===== config.mk =====
export PLATFORM = sky130hd
export DESIGN_NAME = stack_mem_arbiter
export DESIGN_NICKNAME = d
export VERILOG_FILES = /design/src/rtl/stack_mem_arbiter_pkg.sv /design/src/rtl/stack_mem_arbiter_arb_select.sv /design/src/rtl/stack_mem_arbiter.sv
export SDC_FILE = /design/constraint.sdc
export NUM_CORES = 1
export LEC_CHECK = 0
export CORE_ASPECT_RATIO = 1.4
export CORE_MARGIN = 4
export CORE_UTILIZATION = 31
export DETAILED_ROUTE_END_ITERATION = 12
export HOLD_SLACK_MARGIN = 0.06
export PLACE_DENSITY = 0.88
export SLEW_MARGIN = 20
export SYNTH_ARGS = -nofsm -noshare
export SYNTH_HDL_FRONTEND = slang
export SYNTH_SLANG_ARGS = --single-unit

===== constraint.sdc =====
create_clock -name clk -period 1.5 [get_ports clk]
set_input_delay 0.15 -clock clk [delete_from_list [all_inputs] [get_ports clk]]
set_output_delay 0.15 -clock clk [all_outputs]
set_load 0.005 [all_outputs]

===== src/rtl/stack_mem_arbiter_pkg.sv =====
// rtl/stack_mem_arbiter_pkg.sv - shared encodings and defaults for the stack data-memory arbiter
//
// Contents:
//   state_t          arbiter FSM states (ST_IDLE, ST_GRANT, ST_RESP)
//   owner_t          owner of the access in flight (OWN_CPU, OWN_DBG)
//   DEF_ADDR_W       default memory word-address width
//   DEF_DATA_W       default data word width
//   other_owner()    returns the port that is not the given owner
// Optional feature macro used by the importers: STACK_MEM_ARB_RR_EN

package stack_mem_arbiter_pkg;

  typedef enum logic [1:0] {
    ST_IDLE  = 2'd0,
    ST_GRANT = 2'd1,
    ST_RESP  = 2'd2
  } state_t;

  typedef logic owner_t;

  localparam owner_t OWN_CPU = 1'b0;
  localparam owner_t OWN_DBG = 1'b1;

  localparam int DEF_ADDR_W = 8;
  localparam int DEF_DATA_W = 32;

  function automatic owner_t other_owner(input owner_t owner);
    return ~owner;
  endfunction

endpackage


===== src/rtl/stack_mem_arbiter_arb_select.sv =====
// rtl/stack_mem_arbiter_arb_select.sv - 2-way grant selector (arb_select) for the stack data-memory arbiter
//
// Ports:
//   clk      in   clock
//   rst      in   asynchronous active-high reset
//   cpu_req  in   CPU port request
//   dbg_req  in   debug port request
//   take     in   1 on the cycle the FSM leaves IDLE with the current grant
//   grant    out  selected owner (combinational); only meaningful when a request is present
// Macro: STACK_MEM_ARB_RR_EN selects round-robin ties; otherwise the CPU has fixed priority.

module stack_mem_arbiter_arb_select
  import stack_mem_arbiter_pkg::*;
(
  input  logic   clk,
  input  logic   rst,
  input  logic   cpu_req,
  input  logic   dbg_req,
  input  logic   take,
  output owner_t grant
);

`ifdef STACK_MEM_ARB_RR_EN

  // Remembers who was granted last. Resetting to "debug" makes the CPU
  // the winner of the first tie after reset.
  owner_t last_owner;

  always_ff @(posedge clk or posedge rst) begin
    if (rst) begin
      last_owner <= OWN_DBG;
    end else if (take) begin
      last_owner <= grant;
    end
  end

  always_comb begin
    grant = OWN_CPU;
    if (cpu_req && dbg_req) begin
      grant = other_owner(last_owner);
    end else if (dbg_req) begin
      grant = OWN_DBG;
    end
  end

`else

  // Fixed priority: debug only wins when the CPU is not asking.
  always_comb begin
    grant = OWN_CPU;
    if (!cpu_req && dbg_req) begin
      grant = OWN_DBG;
    end
  end

  // No pointer state in this build; the clock, reset and take strobe are
  // intentionally left without a load.
  logic unused_rr;
  assign unused_rr = &{1'b0, clk, rst, take};

`endif

endmodule


===== src/rtl/stack_mem_arbiter.sv =====
// rtl/stack_mem_arbiter.sv - shares the single-port data memory between the stack CPU and a debug port
//
// Parameters:
//   ADDR_W      memory word-address width
//   DATA_W      data word width
// Ports:
//   clk, rst                         clock; asynchronous active-high reset
//   cpu_req/we/addr/wdata            CPU request (req held until cpu_ready)
//   cpu_ready, cpu_rdata, cpu_stall  CPU completion pulse, read data, pipeline stall
//   dbg_req/we/addr/wdata            debug request (req held until dbg_ready)
//   dbg_ready, dbg_rdata             debug completion pulse, read data
//   mem_en/we/addr/wdata             registered memory command
//   mem_rdata                        registered memory read data (valid the cycle after mem_en)
// Macro: STACK_MEM_ARB_RR_EN enables round-robin tie breaking in the selector.

module stack_mem_arbiter
  import stack_mem_arbiter_pkg::*;
#(
  parameter int ADDR_W = DEF_ADDR_W,
  parameter int DATA_W = DEF_DATA_W
) (
  input  logic              clk,
  input  logic              rst,

  input  logic              cpu_req,
  input  logic              cpu_we,
  input  logic [ADDR_W-1:0] cpu_addr,
  input  logic [DATA_W-1:0] cpu_wdata,
  output logic              cpu_ready,
  output logic [DATA_W-1:0] cpu_rdata,
  output logic              cpu_stall,

  input  logic              dbg_req,
  input  logic              dbg_we,
  input  logic [ADDR_W-1:0] dbg_addr,
  input  logic [DATA_W-1:0] dbg_wdata,
  output logic              dbg_ready,
  output logic [DATA_W-1:0] dbg_rdata,

  output logic              mem_en,
  output logic              mem_we,
  output logic [ADDR_W-1:0] mem_addr,
  output logic [DATA_W-1:0] mem_wdata,
  input  logic [DATA_W-1:0] mem_rdata
);

  state_t            state;
  state_t            state_nx;
  owner_t            owner;
  owner_t            grant;
  logic              take;

  logic              sel_we;
  logic [ADDR_W-1:0] sel_addr;
  logic [DATA_W-1:0] sel_wdata;
  logic              resp_rd;

  stack_mem_arbiter_arb_select u_arb_select (
    .clk     (clk),
    .rst     (rst),
    .cpu_req (cpu_req),
    .dbg_req (dbg_req),
    .take    (take),
    .grant   (grant)
  );

  // State register
  always_ff @(posedge clk or posedge rst) begin
    if (rst) begin
      state <= ST_IDLE;
    end else begin
      state <= state_nx;
    end
  end

  // Next state; 'take' marks the IDLE->GRANT edge that latches the request.
  always_comb begin
    state_nx = state;
    take     = 1'b0;
    case (state)
      ST_IDLE: begin
        if (cpu_req || dbg_req) begin
          state_nx = ST_GRANT;
          take     = 1'b1;
        end
      end
      ST_GRANT: state_nx = ST_RESP;
      ST_RESP:  state_nx = ST_IDLE;
      default:  state_nx = ST_IDLE;
    endcase
  end

  // Request mux driven by the selector's choice.
  always_comb begin
    sel_we    = cpu_we;
    sel_addr  = cpu_addr;
    sel_wdata = cpu_wdata;
    if (grant == OWN_DBG) begin
      sel_we    = dbg_we;
      sel_addr  = dbg_addr;
      sel_wdata = dbg_wdata;
    end
  end

  // Latched memory command. mem_we/addr/wdata stay put after GRANT so the
  // RESP cycle still knows whether the access was a write; the memory only
  // acts while mem_en is high, so the held values are harmless.
  always_ff @(posedge clk or posedge rst) begin
    if (rst) begin
      owner     <= OWN_CPU;
      mem_en    <= 1'b0;
      mem_we    <= 1'b0;
      mem_addr  <= '0;
      mem_wdata <= '0;
    end else if (take) begin
      owner     <= grant;
      mem_en    <= 1'b1;
      mem_we    <= sel_we;
      mem_addr  <= sel_addr;
      mem_wdata <= sel_wdata;
    end else if (state == ST_GRANT) begin
      mem_en    <= 1'b0;
    end
  end

  // Responses decode straight from state so an asynchronous reset kills a
  // pending ready pulse at once. Writes return zero rather than whatever
  // the memory put on its read port.
  always_comb begin
    cpu_ready = (state == ST_RESP) && (owner == OWN_CPU);
    dbg_ready = (state == ST_RESP) && (owner == OWN_DBG);
    resp_rd   = !mem_we;
    cpu_rdata = (cpu_ready && resp_rd) ? mem_rdata : '0;
    dbg_rdata = (dbg_ready && resp_rd) ? mem_rdata : '0;
  end

  assign cpu_stall = cpu_req & ~cpu_ready;

endmodule


==> reports/results.tsv, run 1 <==
stage	metric	value	unit
global_routing	grt ovf	0	
sta	Tmin final	1.89	ns
critical_path	peak fanout along the critical path	4	
die	Die Wd	91.3	um
sta	Final WS setup	-0.389	ns
pwr	total power	8920	uW
finish	share of layout cells above drive strength 1	48.7	%
synth	cells after synthesis	221	
finish	Cell Count, Final, Fillers Out	595	
global_routing	initial antenna violation count	1	
die	row cnt	42	
clocking	clk slew on worst S/H paths	0.06	ns
sta	final hold violations	0	
placed_design	Final HPWL DP	7.93	mm
sta	Fin Setup TNS	-27.55	ns
synth	Synth Net Count	339	
global_routing	Tot GR Track Use	17.6	%
synth	mapped cell area	3010	um2
finish	sequential cell area	1130	um2
critical_path	CP cell instances	nor3b_4 -> and2b_2 -> clkbuf_16 -> buf_6 -> buf_6 -> and2_4 -> buf_6	
run	Max-cap violations	0	
global_routing	vias in the first global route	2908	
sta	Slew headroom	84.6	%
placed_design	Port Buffer Count	226	
synth	register bit total from synthesis	45	
placed_design	Post-Place Worst Slack	-0.430	ns
sta	Final Max Slew Viols	0	
critical_path	Req. time, crit path	1.35	ns
clocking	total CTS buffers	5	
placed_design	GPL Wtd Cong	0.773	
route	DRT Wirelength	11.0	mm
route	residual DRC count	0	
die	Die ar.	11400	um2
critical_path	Critical Path Slowest Stage Cell	dfrtp_1	
min_path	Hold Crit Class	input pin to asynchronous set/reset pin	
sta	clock skew	0.00446	ns
route	TritonRoute pass-1 iters	4	
critical_path	CP Launch Type	register	
clocking	Root Driver	clkbuf_16	
sta	unrepaired setup endpoints after global routing	yes	
finish	Nets	603	
finish	Filler Cells Inserted	681	
synth	top post-synthesis cells by area	mux2_4, dfrtp_1, and2_1, buf_12, buf_6	
synth	post-synthesis sequential area ratio	37.4	%
clocking	clk sink count	45	
global_routing	first-pass GRT wire length	15.7	mm
clocking	CTS Buffer Depth	2	
global_routing	largest net degree at the start of global routing	38	
die	die height	125	um
sta	final worst path period share	126	%
pwr	worst ir drop on vdd	1.02	mV
pwr	leakage power	0.00284	uW
placed_design	Placed Instances	557	
synth	Cell variety after synth	17	
placed_design	Area after DPL	5450	um2
synth	YS warnings	0	
die	I/O pin total	227	
critical_path	max incr delay on CP	0.43	ns
finish	Area Growth Syn to Fin	107	%
sta	Max Fclk	529	MHz
synth	Synth top area share	39.9	%
run_status	failing checks	setup timing	
die	Core Area	9460	um2
sta	Worst Tran Pin Value	0.230	ns
critical_path	arrival time worst endpoint	1.74	ns
die	Initial Utilization	31.8	%
clocking	Max H-tree Level	2	
route	Detail Route Antenna Nets	0	
clocking	Clk Latency, worst-skew pair	0.28	ns
clocking	CTS tree	done	
synth	Yosys top cell by area	mux2_4	
finish	design area	6220	um2
route	drt initial violations	55	
critical_path	most used cell, CP	buf_6	
route	post-detailed-route wirelength per cell	18.5	um
sta	final setup vio count	108	
synth	Mapped Avg Cell Area	13.6	um2
pwr	pwr dens	1430	nW/um2
finish	ANT cells	0	
critical_path	CP endpoint kind	output pin	
run_status	status	finished with violations	
critical_path	crit path kind	register to output pin	
route	post-DR vias/cell	4.66	
route	routed vias	2773	
finish	multi-input logic area	1820	um2
critical path: cells and delay by family (launching register included):
family / cells / cell delay [ns]
buf+inv: 4 / 0.42
flops: 1 / 0.43
simple gates: 3 / 0.61
final cells by class:
class | instances | area share [%]
timing repair buffer | 273 | 47.8
multi-input combinational | 158 | 29.2
sequential | 45 | 18.1
tap | 110 | 2.21
clock buffer | 5 | 2.01
clock inverter | 2 | 0.563
inverter | 2 | 0.121
report_power, final:
| group | total, uW | switching [uW] | leakage [uW] | internal, uW |
|---|---|---|---|---|
| Clock | 1210 | 435 | 0.0000797 | 773 |
| Sequential | 2290 | 436 | 0.000526 | 1850 |
| Combinational | 5430 | 1610 | 0.00224 | 3820 |
cell families after synthesis:
logic type / synth area share (%)
mux: 40.7
compound gates: 0.832
flops: 37.4
buf+inv: 5.90
simple gates: 15.2
Yosys cell counts:
cell type / count
nor2b_1: 2
and3b_1: 1
buf_12: 4
o21a_1: 1
inv_1: 2
clkbuf_1: 6
o21bai_1: 1
buf_6: 6
and2b_1: 2
nor2_1: 1
dfrtp_1: 45
a21oi_1: 2
nor3b_1: 1
mux2_4: 80
mux2_2: 2
and2_1: 64
nor2b_2: 1
metrics by stage:
stage / hold WS, ns / utilization (%)
final: 0.117 / 65.8
after global routing: 0.134 / 65.8
after CTS: 0.114 / 62.9
after detailed placement: 0.413 / 57.6
after global placement: 0.402 / 57.6
after floorplan: 0.236 / -
layer usage:
layer / vias to the layer above / track usage, % / part of all wire (%)
met4: 2 / 4.80 / 1.7
met3: 16 / 5.68 / 7.9
met2: 169 / 35.9 / 56
met5: - / 0 / 0.063
met1: 1316 / 16.0 / 35
li1: 1270 / - / -
what timing repair did:
item                                   in CTS  in global routing
setup endpoints to repair                 107                107
endpoints found under the hold margin       0                  0
pin swaps                                   1                 22
setup buffers                              10                 16
hold buffers                                0                  0
cloned                                      6                  3
gates resized for setup                   158                137
registers in the layout, indices dropped and copies added (netlist names):
signal and count:
state 2, mem_en 1, owner 1, mem_wdata 32, mem_addr 8, mem_we 1
worst paths after layout:
path	slack, ns	depth (start not counted)	startpoint	endpoint
worst max register to register	-0.23	7	state[0]	mem_wdata[4]
min in group clk	0.37	3	cpu_req	owner
worst max-delay path	-0.39	7	state[0]	cpu_rdata[14]
max in group asynchronous	0.91	3	rst	mem_wdata[28]
worst min-delay path	0.12	2	rst	mem_wdata[15]
worst min register to register	0.51	1	mem_wdata[18]	mem_wdata[18]
cell usage in the layout, fill, tap and decap left out:
master / instances
and2b_2: 1
o21a_4: 1
clkdlybuf4s15_1: 2
buf_8: 3
nor2b_1: 1
bufbuf_16: 3
dfrtp_1: 45
buf_6: 36
clkbuf_16: 7
dlymetal6s2s_1: 1
clkbuf_2: 5
buf_16: 2
and2_1: 35
clkdlybuf4s50_1: 156
and2_4: 29
nor2_4: 1
nor2b_4: 2
o21bai_1: 1
dlygate4sd2_1: 3
a21oi_1: 2
clkdlybuf4s15_2: 26
buf_12: 11
mux2_2: 2
and3b_1: 1
inv_2: 1
and2b_1: 1
clkinv_2: 1
mux2_4: 80
bufinv_16: 1
inv_1: 1
nor3b_4: 1
buf_2: 5
buf_4: 18
Note: power is estimated with default switching activity, not from simulation.
==> inputs of run 2 (changes only) <==
--- a/config.mk
+++ b/config.mk
@@ -8,6 +8,7 @@
 export CORE_ASPECT_RATIO = 1.4
 export CORE_MARGIN = 4
 export CORE_UTILIZATION = 31
+export CTS_CLUSTER_DIAMETER = 50
 export DETAILED_ROUTE_END_ITERATION = 12
 export HOLD_SLACK_MARGIN = 0.06
 export PLACE_DENSITY = 0.88
==> results of run 2 <==
No change in the layout: final DEF, timing and power equal those of run 1.
